`src/rtl/mig_tt_sweep_ctrl.sv`:
```
// mig_tt_sweep_ctrl: walks every input pattern of an N_IN-input function
// under test, captures its response and presents the 2^N_IN-bit truth table
// to the host through a valid/ready handshake.
//
// Optional feature (define MIG_TT_SWEEP_ONSET_CNT_EN): onset_cnt counts the
// captured 1s of the sweep and is_balanced flags a table with exactly half
// of its entries set.
//
// state   | meaning
// --------+---------------------------------------------------------------
// S_IDLE  | waiting for start; x_out and tt hold their last values
// S_SWEEP | one new pattern issued on x_out every cycle, captures running
// S_DRAIN | all patterns issued, waiting for the latency pipeline to empty
// S_DONE  | truth table complete, tt_valid high until the host takes it
module mig_tt_sweep_ctrl #(
    parameter int N_IN       = 7,
    parameter int SAMPLE_LAT = 1
) (
    input  logic                   clk,
    input  logic                   rst,
    input  logic                   start,
    input  logic                   abort,
    output logic                   busy,
    output logic [N_IN-1:0]        x_out,
    input  logic                   f_in,
    output logic                   tt_valid,
    input  logic                   tt_ready,
    output logic [(1<<N_IN)-1:0]   tt
`ifdef MIG_TT_SWEEP_ONSET_CNT_EN
    ,
    output logic [N_IN:0]          onset_cnt,
    output logic                   is_balanced
`endif
);

    localparam int TT_W = 1 << N_IN;

    typedef enum logic [1:0] {S_IDLE, S_SWEEP, S_DRAIN, S_DONE} state_t;

    state_t                state;
    logic [N_IN:0]         issue_cnt;
    logic [N_IN-1:0]       cap_cnt;
    logic [SAMPLE_LAT-1:0] vld_pipe;
    logic [SAMPLE_LAT:0]   pipe_shift;
    logic                  issue_en;
    logic                  issue_now;
    logic                  cap_en;
    logic                  cap_last;

    // The carry bit of issue_cnt marks that every pattern has been issued.
    assign issue_en   = (state == S_SWEEP) && !issue_cnt[N_IN];
    assign issue_now  = ((state == S_IDLE) && start) || issue_en;
    assign pipe_shift = {vld_pipe, issue_now};
    assign cap_en     = vld_pipe[SAMPLE_LAT-1];
    assign cap_last   = cap_en && (cap_cnt == {N_IN{1'b1}});

`ifdef MIG_TT_SWEEP_ONSET_CNT_EN
    // Balanced means exactly half of the truth table entries are 1.
    assign is_balanced = tt_valid && (onset_cnt == (N_IN+1)'(TT_W / 2));
`endif

    // Sweep sequencer: pattern issue, latency-aligned capture and handshake.
    always_ff @(posedge clk or posedge rst) begin
        if (rst) begin
            state     <= S_IDLE;
            busy      <= 1'b0;
            x_out     <= '0;
            tt        <= '0;
            tt_valid  <= 1'b0;
            issue_cnt <= '0;
            cap_cnt   <= '0;
            vld_pipe  <= '0;
`ifdef MIG_TT_SWEEP_ONSET_CNT_EN
            onset_cnt <= '0;
`endif
        end else begin
            case (state)
                S_IDLE: begin
                    // start wins over a simultaneous abort; pattern 0 goes
                    // out on the accepting edge itself.
                    if (start) begin
                        state     <= S_SWEEP;
                        busy      <= 1'b1;
                        tt        <= '0;
                        x_out     <= '0;
                        issue_cnt <= {{N_IN{1'b0}}, 1'b1};
                        cap_cnt   <= '0;
                        vld_pipe  <= pipe_shift[SAMPLE_LAT-1:0];
`ifdef MIG_TT_SWEEP_ONSET_CNT_EN
                        onset_cnt <= '0;
`endif
                    end
                end
                S_SWEEP, S_DRAIN: begin
                    if (abort) begin
                        state     <= S_IDLE;
                        busy      <= 1'b0;
                        x_out     <= '0;
                        issue_cnt <= '0;
                        cap_cnt   <= '0;
                        vld_pipe  <= '0;
                    end else begin
                        vld_pipe <= pipe_shift[SAMPLE_LAT-1:0];
                        if (issue_en) begin
                            x_out     <= issue_cnt[N_IN-1:0];
                            issue_cnt <= issue_cnt + {{N_IN{1'b0}}, 1'b1};
                        end
                        if (cap_en) begin
                            tt[cap_cnt] <= f_in;
                            cap_cnt     <= cap_cnt + {{(N_IN-1){1'b0}}, 1'b1};
`ifdef MIG_TT_SWEEP_ONSET_CNT_EN
                            onset_cnt   <= onset_cnt + {{N_IN{1'b0}}, f_in};
`endif
                        end
                        // With a one-cycle latency the last capture coincides
                        // with the carry, so DRAIN is skipped entirely.
                        if (cap_last) begin
                            state    <= S_DONE;
                            busy     <= 1'b0;
                            tt_valid <= 1'b1;
                        end else if (issue_cnt[N_IN]) begin
                            state <= S_DRAIN;
                        end
                    end
                end
                S_DONE: begin
                    // start is deliberately not looked at here.
                    if (tt_valid && tt_ready) begin
                        state     <= S_IDLE;
                        tt_valid  <= 1'b0;
                        issue_cnt <= '0;
                    end
                end
                default: begin
                    state <= S_IDLE;
                    busy  <= 1'b0;
                end
            endcase
        end
    end

endmodule

```
`config.mk`:
```
export PLATFORM = sky130hd
export DESIGN_NAME = mig_tt_sweep_ctrl
export DESIGN_NICKNAME = d
export VERILOG_FILES = /design/src/rtl/mig_tt_sweep_ctrl.sv
export SDC_FILE = /design/constraint.sdc
export NUM_CORES = 1
export LEC_CHECK = 0
export CELL_PAD_IN_SITES_DETAIL_PLACEMENT = 1
export CELL_PAD_IN_SITES_GLOBAL_PLACEMENT = 1
export CORE_MARGIN = 5
export CORE_UTILIZATION = 46
export CTS_BUF_LIST = sky130_fd_sc_hd__clkbuf_4 sky130_fd_sc_hd__clkbuf_8
export DETAILED_ROUTE_END_ITERATION = 16
export GPL_TIMING_DRIVEN = 0
export MAX_ROUTING_LAYER = met4
export PLACE_DENSITY = 0.95
export SYNTH_ARGS = -nofsm -noshare
export SYNTH_HDL_FRONTEND = slang
export SYNTH_SLANG_ARGS = --single-unit
```
`constraint.sdc`:
```
create_clock -name clk -period 13.2 [get_ports clk]
set_input_delay 3.3 -clock clk [delete_from_list [all_inputs] [get_ports clk]]
set_output_delay 3.3 -clock clk [all_outputs]
set_load 0.01 [all_outputs]
```
==> impl_metrics.csv, run 1 <==
group,metric,value,unit
timing,tightestPinTransition,1.444,ns
power,power.share.clock,26.7,%
hold_path,hold_path_class,"reg -> reg",
synth,synth_edf_count,0,
clock_network,hold_buffers,0,
timing,fin_hold_ws,0.4983,ns
synth,synth-seq-cells,155,
die,fp.dieH,142.4,um
layout,fin_cells,1209,
global_routing,grt_first_pass_wirelength,47.09,mm
setup_path,end_kind,"flip-flop",
synth,synth_area_leaders,"dfrtp_1 48%, a22o_1 14%, o21ai_0 9.1%",
die,rows,48,
synth,yosys_warnings,0,
layout,antenna_cells,0,
power,max-vdd-ir-drop,0.07243,mV
clock_network,root_buffer,"clkbuf_8",
clock_network,clock-sinks,155,
die,core_area,17240,sq um
die,die-area,20270,sq um
synth,yosys.area.top_type_share,48.11,%
synth,synth_async_sr_flop_share,100.0,%
drt,dr.pass1.iters,7,
power,seqPwrFrac,34.6,%
placement,placed_area,9811,sq um
setup_path,start_kind,"primary input",
clock_network,clk_path_buf_depth,2,
timing,fin_tns_setup,0,ns
global_routing,grt-ovfl-total,0,
drt,drc_errors,0,
clock_network,cts_tree,"done",
outcome,status,"completed",
global_routing,grt_max_degree,81,
drt,drt_iter0_drc,807,
setup_path,worst-endpoint-arrival,5.48,ns
timing,skew,0.01326,ns
job,max_cap_viol_count,0,
synth,syn_area,8063,sq um
synth,synth_cells,808,
setup_path,required,13.57,ns
drt,wl,30.42,mm
timing,finalHoldViolations,0,
timing,slew_headroom,3.547,%
power,p_switching,0.6533,mW
global_routing,track_usage,30.62,%
timing,final-setup-viol-count,0,
drt,wl_per_cell,25.16,um
global_routing,grt_pass1_vias,8141,
synth,yosysMostFrequentCell,"dfrtp_1",
timing,period_needed,5.108,ns
placement,dp_cells,1177,
setup_path,worstPathMaxFanout,10,
setup_path,crit_type,"in -> reg",
synth,avgSynthCellArea,9.979,sq um
synth,yosysSeqAreaShare,48.11,%
power,swShare,44.55,%
clock_network,clkLatencyLatePin,0.49,ns
placement,hpwl,20.02,mm
layout,syn2layout_area_growth,26.86,%
timing,finalCritPeriodShare,38.70,%
die,fp.dieW,142.4,um
synth,synth_top_cell_by_area,"dfrtp_1",
power,combPwrFrac,38.7,%
clock_network,htree_num_levels,4,
layout,finalInstanceArea,10230,sq um
drt,postRouteAntennaNets,0,
drt,vias,7933,
die,ios,143,
layout,layout.nets,983,
drt,routed_via_density,6.562,
clock_network,cts_setup_buffers,0,
power,leakage,4.325,nW
placement,io_buffers,142,
global_routing,antenna_found_initial,0,
synth,synth_common_cells,"155 x dfrtp_1, 146 x o21ai_0, 128 x a22o_1, 89 x nand2_1, 74 x o31ai_1",
clock_network,cts_made_buffers,17,
clock_network,path_clk_slew,0.10,ns
power,intPower,0.8132,mW
synth,syn-num-nets,820,
power,power.density,143.4,nW/um^2
synth,yosysUniqueCellTypes,57,
synth,synth_flop_cell,"dfrtp_1",
die,start_util,46.78,%
timing,rsz0062_at_grt,"no",
timing,finalMaxSlewViolations,0,
clock_network,cts_resized,0,
layout,drive_gt1_share,8.130,%
placement,place_congestion,0.8729,
timing,max_freq,0.1958,GHz
-- area by class of cell --
class / count / area (sq um)
Fill cell: 1923 / 7008
Sequential cell: 155 / 3879
Multi-Input combinational cell: 556 / 3719
Timing Repair Buffer: 144 / 1456
Buffer: 92 / 451.7
Tap cell: 225 / 281.5
Clock buffer: 19 / 261.5
Clock inverter: 13 / 156.4
Inverter: 5 / 23.77
-- critical path, cell delays in order --
cell,delay [ns]
clkdlybuf4s50_1,0.58
nor2b_1,0.09
buf_6,0.15
a211oi_2,0.44
buf_2,0.32
buf_2,0.27
nand2_1,0.12
a22o_1,0.20
-- power groups by stage --
stage / logic, mW / registers, mW / clock network (mW)
final: 0.568 / 0.507 / 0.392
after global routing: 0.609 / 0.509 / 0.412
after CTS: 0.553 / 0.506 / 0.389
after detailed placement: 0.538 / 0.516 / 0
after global placement: 0.512 / 0.514 / 0
after floorplan: 0.350 / 0.514 / 0
-- final timing paths --
kind | from | to | slack (ns) | cells after the start
worst min register to register | x_out[3] | x_out[3] | 0.50 | 2
max in group asynchronous | rst | tt[54] | 8.99 | 3
worst max-delay path | start | tt[119] | 8.09 | 8
min in group asynchronous | rst | tt[126] | 3.32 | 2
worst max register to register | state[1] | tt[39] | 10.60 | 6
worst min-delay path | x_out[3] | x_out[3] | 0.50 | 2
-- logic make-up after synthesis --
kind of cell               after synthesis  synth area share, %
muxes                                    2               0.2483
buffers and inverters                   97                5.835
xor gates and xnor gates                 4               0.4346
adders and majority gates                6               0.9311
and+or+nand+nor                        172                12.17
DFF                                    155                48.11
AOI/OAI and AO/OA                      372                32.28
-- placed cells by master, fill, tap and decap left out, types with 3 or more instances in the layout --
cell type,synthesis,final
dfrtp_1,155,155
o21ai_0,146,146
clkdlybuf4s50_1,0,142
a22o_1,128,128
nand2_1,89,89
o31ai_1,74,74
clkbuf_1,63,63
clkbuf_8,0,19
nor2_1,18,18
buf_2,16,16
buf_6,11,11
nand3_1,6,6
nor2_8,6,6
nand4bb_1,6,6
inv_6,0,6
ha_1,6,6
nand2b_1,5,5
nor2b_1,5,5
nand4b_1,4,4
nor3_1,4,4
nor3b_1,5,4
inv_1,5,4
a21oi_1,4,4
nand3b_1,3,3
or3b_1,3,3
xnor2_1,3,3
or4b_1,3,3
clkinv_4,0,3
-- registers in the layout (all words and copies together), names as in the netlist --
name and flops:
issue_cnt 8, tt_valid 1, x_out 7, state 2
cap_cnt 7, cap_en 1, busy 1, tt 128
-- metal layers --
metal / vias up / GRT usage [%] / part of all wire (%)
met3: 95 / 4.536 / 8.3
met2: 448 / 49.24 / 48
met1: 4026 / 39.57 / 40
met5: - / - / 0
met4: 0 / 11.21 / 3.5
li1: 3364 / - / -
-- per-stage QoR --
stage / worst slack (ns) / power (mW) / utilization (%)
3_3_place_gp: 3.519 / 1.026 / 56.66
2_1_floorplan: 5.722 / 0.8639 / -
4_1_cts: 8.172 / 1.448 / 59.34
3_5_place_dp: 7.689 / 1.054 / 56.92
6_report: 8.092 / 1.467 / 59.34
5_1_grt: 8.025 / 1.530 / 59.34
No activity file was read; power rests on OpenSTA's default activity.
==> run 2: changes to the inputs <==
- CORE_UTILIZATION: 46 -> 42
- PLACE_DENSITY: 0.95 -> 0.91
- clock period: 13.2 -> 5 ns (I/O delays scaled with it)
==> run 2 against run 1 <==
Net effect: utilization down 4.5 points; design area up 1.0%; register-to-register slack worse by 8.2 ns; clock skew up 0.0018 ns; combinational power rose to 2.6 times the previous value; critical path depth unchanged; cell count up 3.1%; non-clock buffer count up 2; global-route usage down 2.1 points; highest routed layer unchanged.
==> impl_metrics.csv, run 2 (same netlist as run 1, synthesis figures left out) <==
group,metric,value,unit
die,start_util,42.82,%
placement,place_congestion,0.8507,
global_routing,antenna_found_initial,0,
setup_path,required,5.35,ns
setup_path,max_stage_delay,0.58,ns
timing,finalCritPeriodShare,60.96,%
drt,vias,7802,
clock_network,clk_path_buf_depth,2,
setup_path,reg2reg_to,"tt[42]",
setup_path,reg2reg_from,"state[0]",
setup_path,worst-path-buf-inv,4,
global_routing,track_usage,28.51,%
drt,postRouteAntennaNets,0,
setup_path,crit_family,"buffers and inverters",
layout,seq_area,3879,sq um
die,rows,50,
placement,placed_area,9898,sq um
global_routing,grt_pass1_vias,8089,
setup_path,crit_top_cell,"buf_2",
hold_path,hold_path_class,"reg -> reg",
layout,final_common_cell,"dfrtp_1",
clock_network,cts_setup_buffers,0,
global_routing,grt_first_pass_wirelength,47.96,mm
setup_path,crit_slowest_cell,"clkdlybuf4s50_1",
drt,drc_errors,0,
timing,rsz0062_at_grt,"no",
setup_path,crit_type,"in -> reg",
drt,wl_per_cell,24.38,um
clock_network,root_buffer,"clkbuf_8",
layout,layout_common_cells,"155 x dfrtp_1, 146 x o21ai_0, 142 x clkdlybuf4s50_1",
clock_network,path_clk_slew,0.09,ns
die,core_area,18830,sq um
power,leakage,4.359,nW
drt,drt_iter0_drc,833,
die,fp.dieH,148.6,um
placement,hpwl,20.12,mm
clock_network,cts_tree,"done",
layout,finalInstanceArea,10330,sq um
layout,finalCoreUtilization,54.86,%
hold_path,min_to,"x_out[4]",
hold_path,worst_hold_path.num_cells,2,
job,max_cap_viol_count,0,
drt,routed_via_density,6.262,
global_routing,grt_max_degree,41,
global_routing,grt-ovfl-total,0,
layout,drive_gt1_share,8.519,%
outcome,status,"completed",
layout,reg_top3,"tt x128, issue_cnt x8",
clock_network,clock-sinks,155,
timing,period_needed,3.048,ns
timing,fin_tns_setup,0,ns
setup_path,path_cells,"clkdlybuf4s50_1, nor2b_1, buf_6, a211oi_2, buf_2, buf_2, nand2_1, a22o_1",
timing,tightestPinTransition,1.007,ns
power,power,3.872,mW
drt,wl,30.38,mm
power,max-vdd-ir-drop,0.2238,mV
timing,max_freq,0.3281,GHz
clock_network,clkLatencyLatePin,0.47,ns
hold_path,hold_path.startpoint,"x_out[4]",
power,power.density,374.8,nW/um^2
setup_path,end_kind,"flip-flop",
die,ios,143,
clock_network,cts_resized,0,
die,fp.dieW,148.6,um
timing,finalMaxSlewViolations,0,
setup_path,start_kind,"primary input",
setup_path,worstPathMaxFanout,10,
layout,largest_reg_flops,128,
timing,slew_headroom,32.56,%
setup_path,r2r_slack,2.43,ns
timing,skew,0.01507,ns
layout,layout.nets,985,
layout,max_flop_register,"tt",
placement,io_buffers,142,
die,die-area,22070,sq um
clock_network,cts_made_buffers,17,
clock_network,htree_num_levels,4,
clock_network,hold_buffers,0,
drt,dr.pass1.iters,5,
layout,multi_input_area,3729,sq um
setup_path,r2r_cells,6,
setup_path,worst-endpoint-arrival,3.40,ns
layout,syn2layout_area_growth,28.14,%
timing,finalHoldViolations,0,
timing,final-setup-viol-count,0,
layout,n_fill_cell,2085,
layout,antenna_cells,0,
## run 2: cell types whose count changed in the layout (fill, tap and decap cells not counted), sizes merged
cell,delta
clkinv,+2
inv,-6
bufinv,+1
clkbuf,+3
buf,+2
## run 2: report_power, final
part	switching (mW)	internal (mW)	total [mW]
sequential	0.0439	1.29	1.34
clock	0.501	0.538	1.04
combinational	1.12	0.371	1.50
total	1.67	2.20	3.87
## run 2: per-layer routing
| metal | GRT usage [%] | part of all wire (%) | vias to the layer above |
|---|---|---|---|
| met3 | 5.210 | 6.9 | 85 |
| li1 | - | - | 3373 |
| met1 | 36.41 | 41 | 3975 |
| met5 | - | 0 | - |
| met2 | 45.92 | 49 | 369 |
| met4 | 9.746 | 3.5 | 0 |
## run 2: how the worst max path moves through the flow
stage           from       to  slack (ns)  depth (start not counted)
6_report       start  tt[114]        1.95                          8
2_1_floorplan    rst     busy        1.79                          1
3_3_place_gp     rst   tt[53]        0.45                          2
4_1_cts        start  tt[114]        2.00                          8
5_1_grt        start  tt[114]        1.94                          8
3_5_place_dp   start  tt[114]        1.53                          8
## run 2: area by class of cell
cell class | instances | share of cell area, %
buffer | 92 | 4.372
clock buffer | 22 | 2.749
clock inverter | 10 | 1.344
inverter | 5 | 0.2180
multi-input combinational | 556 | 36.09
sequential | 155 | 37.54
tap | 260 | 3.149
timing repair buffer | 146 | 14.53
## run 2: per-stage QoR
| stage | instances | worst slack (ns) | hold WS [ns] |
|---|---|---|---|
| after global placement | 1210 | 0.4471 | 0.4699 |
| after detailed placement | 1214 | 1.527 | 0.4787 |
| after global routing | 1246 | 1.943 | 0.5252 |
| after floorplan | 808 | 1.791 | 0.4885 |
| after CTS | 1246 | 2.001 | 0.5003 |
| final | 1246 | 1.952 | 0.4945 |
## run 2: worst register-to-register path, stage by stage (launching register included)
cell,delay [ns]
dfrtp_1,0.43
inv_1,0.10
ha_1,0.36
buf_2,0.27
clkbuf_1,0.55
clkbuf_1,0.57
a22o_1,0.23
==> run 3: changes to the inputs <==
- CORE_UTILIZATION: 42 -> 38
- PLACE_DENSITY: 0.91 -> 0.87
- clock period: 5 -> 2.5 ns (I/O delays scaled with it)
==> run 3 against run 2 <==
Net effect: power increased by 94%; clock-buffer cell count is the same; clock power up 81%; sequential share of layout area barely moved; non-clock buffer count did not move; combinational power increased by 99%; critical endpoint is now tt[71]; largest power group unchanged.
==> impl_metrics.csv, run 3 (same netlist as run 1, synthesis figures left out) <==
group,metric,value,unit
layout,fin_cells,1261,
global_routing,grt-ovfl-total,0,
timing,finalCritPeriodShare,97.76,%
power,max-vdd-ir-drop,0.4053,mV
clock_network,cts_tree,"done",
global_routing,track_usage,25.05,%
setup_path,reg2reg_from,"cap_cnt[1]",
layout,layout_common_cells,"155 x dfrtp_1, 146 x o21ai_0, 142 x clkdlybuf4s50_1",
clock_network,clkLatencyLatePin,0.47,ns
die,die-area,24230,sq um
setup_path,path_cells,"buf_2, nand3_1, clkbuf_1, o31ai_1, a22o_1",
drt,wl_per_cell,23.42,um
setup_path,r2r_cells,5,
die,ios,143,
setup_path,r2r_slack,0.06,ns
layout,antenna_cells,0,
clock_network,clock-sinks,155,
die,start_util,38.48,%
clock_network,clk_path_buf_depth,2,
placement,place_congestion,0.8280,
timing,skew,0.01216,ns
drt,vias,7638,
layout,layout.nets,985,
clock_network,root_buffer,"clkbuf_8",
timing,period_needed,2.444,ns
layout,max_flop_register,"tt",
setup_path,max_stage_delay,0.74,ns
setup_path,worstPathMaxFanout,10,
placement,hpwl,20.28,mm
timing,slew_headroom,27.85,%
placement,io_buffers,142,
drt,postRouteAntennaNets,0,
setup_path,worst-endpoint-arrival,2.81,ns
layout,syn2layout_area_growth,28.04,%
die,rows,53,
clock_network,path_clk_slew,0.09,ns
outcome,status,"completed",
layout,final_common_cell,"dfrtp_1",
timing,fin_hold_ws,0.4593,ns
layout,largest_reg_flops,128,
die,core_area,20960,sq um
clock_network,hold_buffers,0,
drt,drc_errors,0,
die,fp.dieW,155.7,um
global_routing,grt_max_degree,44,
timing,max_freq,0.4092,GHz
global_routing,antenna_found_initial,0,
placement,dp_cells,1229,
clock_network,cts_resized,2,
setup_path,reg2reg_to,"tt[71]",
clock_network,cts_made_buffers,17,
power,power.density,729.1,nW/um^2
drt,dr.pass1.iters,5,
setup_path,crit_family,"buffers and inverters",
timing,final-setup-viol-count,0,
die,fp.dieH,155.7,um
power,leakage,4.357,nW
job,max_cap_viol_count,0,
layout,drive_gt1_share,9.533,%
drt,drt_iter0_drc,599,
clock_network,htree_num_levels,4,
setup_path,start_kind,"flip-flop",
setup_path,crit_slowest_cell,"clkbuf_1",
setup_path,worst-path-buf-inv,2,
setup_path,crit_type,"reg -> reg",
drt,routed_via_density,6.057,
timing,tightestPinTransition,1.074,ns
clock_network,cts_setup_buffers,0,
timing,finalMaxSlewViolations,0,
layout,reg_top3,"tt x128, issue_cnt x8",
drt,wl,29.53,mm
timing,finalHoldViolations,0,
global_routing,grt_first_pass_wirelength,46.24,mm
global_routing,grt_pass1_vias,7925,
setup_path,end_kind,"flip-flop",
setup_path,required,2.87,ns
hold_path,hold_path_class,"in -> async",
run 3: worst max-delay path by stage:
stage | from | cells after the start | end | slack (ns)
finish | cap_cnt[1] | 5 | tt[71] | 0.06
global route | state[0] | 7 | tt[105] | -0.009
CTS | state[0] | 7 | tt[102] | 0.03
detailed placement | start | 8 | tt[124] | -0.28
global placement | rst | 2 | tt[51] | -1.45
floorplan | rst | 1 | busy | -0.08
run 3: area by class of cell:
type	instances	area (sq um)
clock inverter	10	92.59
sequential	155	3879
buffer	92	464.2
clock buffer	22	284.0
tap	275	344.1
fill	2380	10630
timing repair buffer	146	1501
inverter	5	22.52
multi-input combinational	556	3736
run 3: report_power, final:
part           total [mW]  internal [mW]  switching [mW]
registers            2.67           2.59          0.0869
clock network        1.88          0.871            1.00
logic                2.98          0.771            2.21
total                7.53           4.23            3.30
run 3: layer usage:
layer  share of wire, %  vias up  track usage [%]
met2                 49      297            40.37
met3                6.5       35            4.494
met4                1.5        0            6.711
met1                 43     3935            32.76
met5                  0        -                -
li1                   -     3371                -
run 3: through the flow:
step                      power, mW  setup TNS, ns  instance area, sq um  utilization [%]  setup slack [ns]
after CTS                     7.463              0                 10300            49.18           0.02787
after global placement        5.450        -237.96                  9832            46.92            -1.452
after global routing          7.912       -0.01989                 10320            49.27         -0.009494
after floorplan               4.562         -13.01                  8066                -          -0.08390
final                         7.527              0                 10320            49.27           0.05595
after detailed placement      5.595         -22.66                  9922            47.35           -0.2821
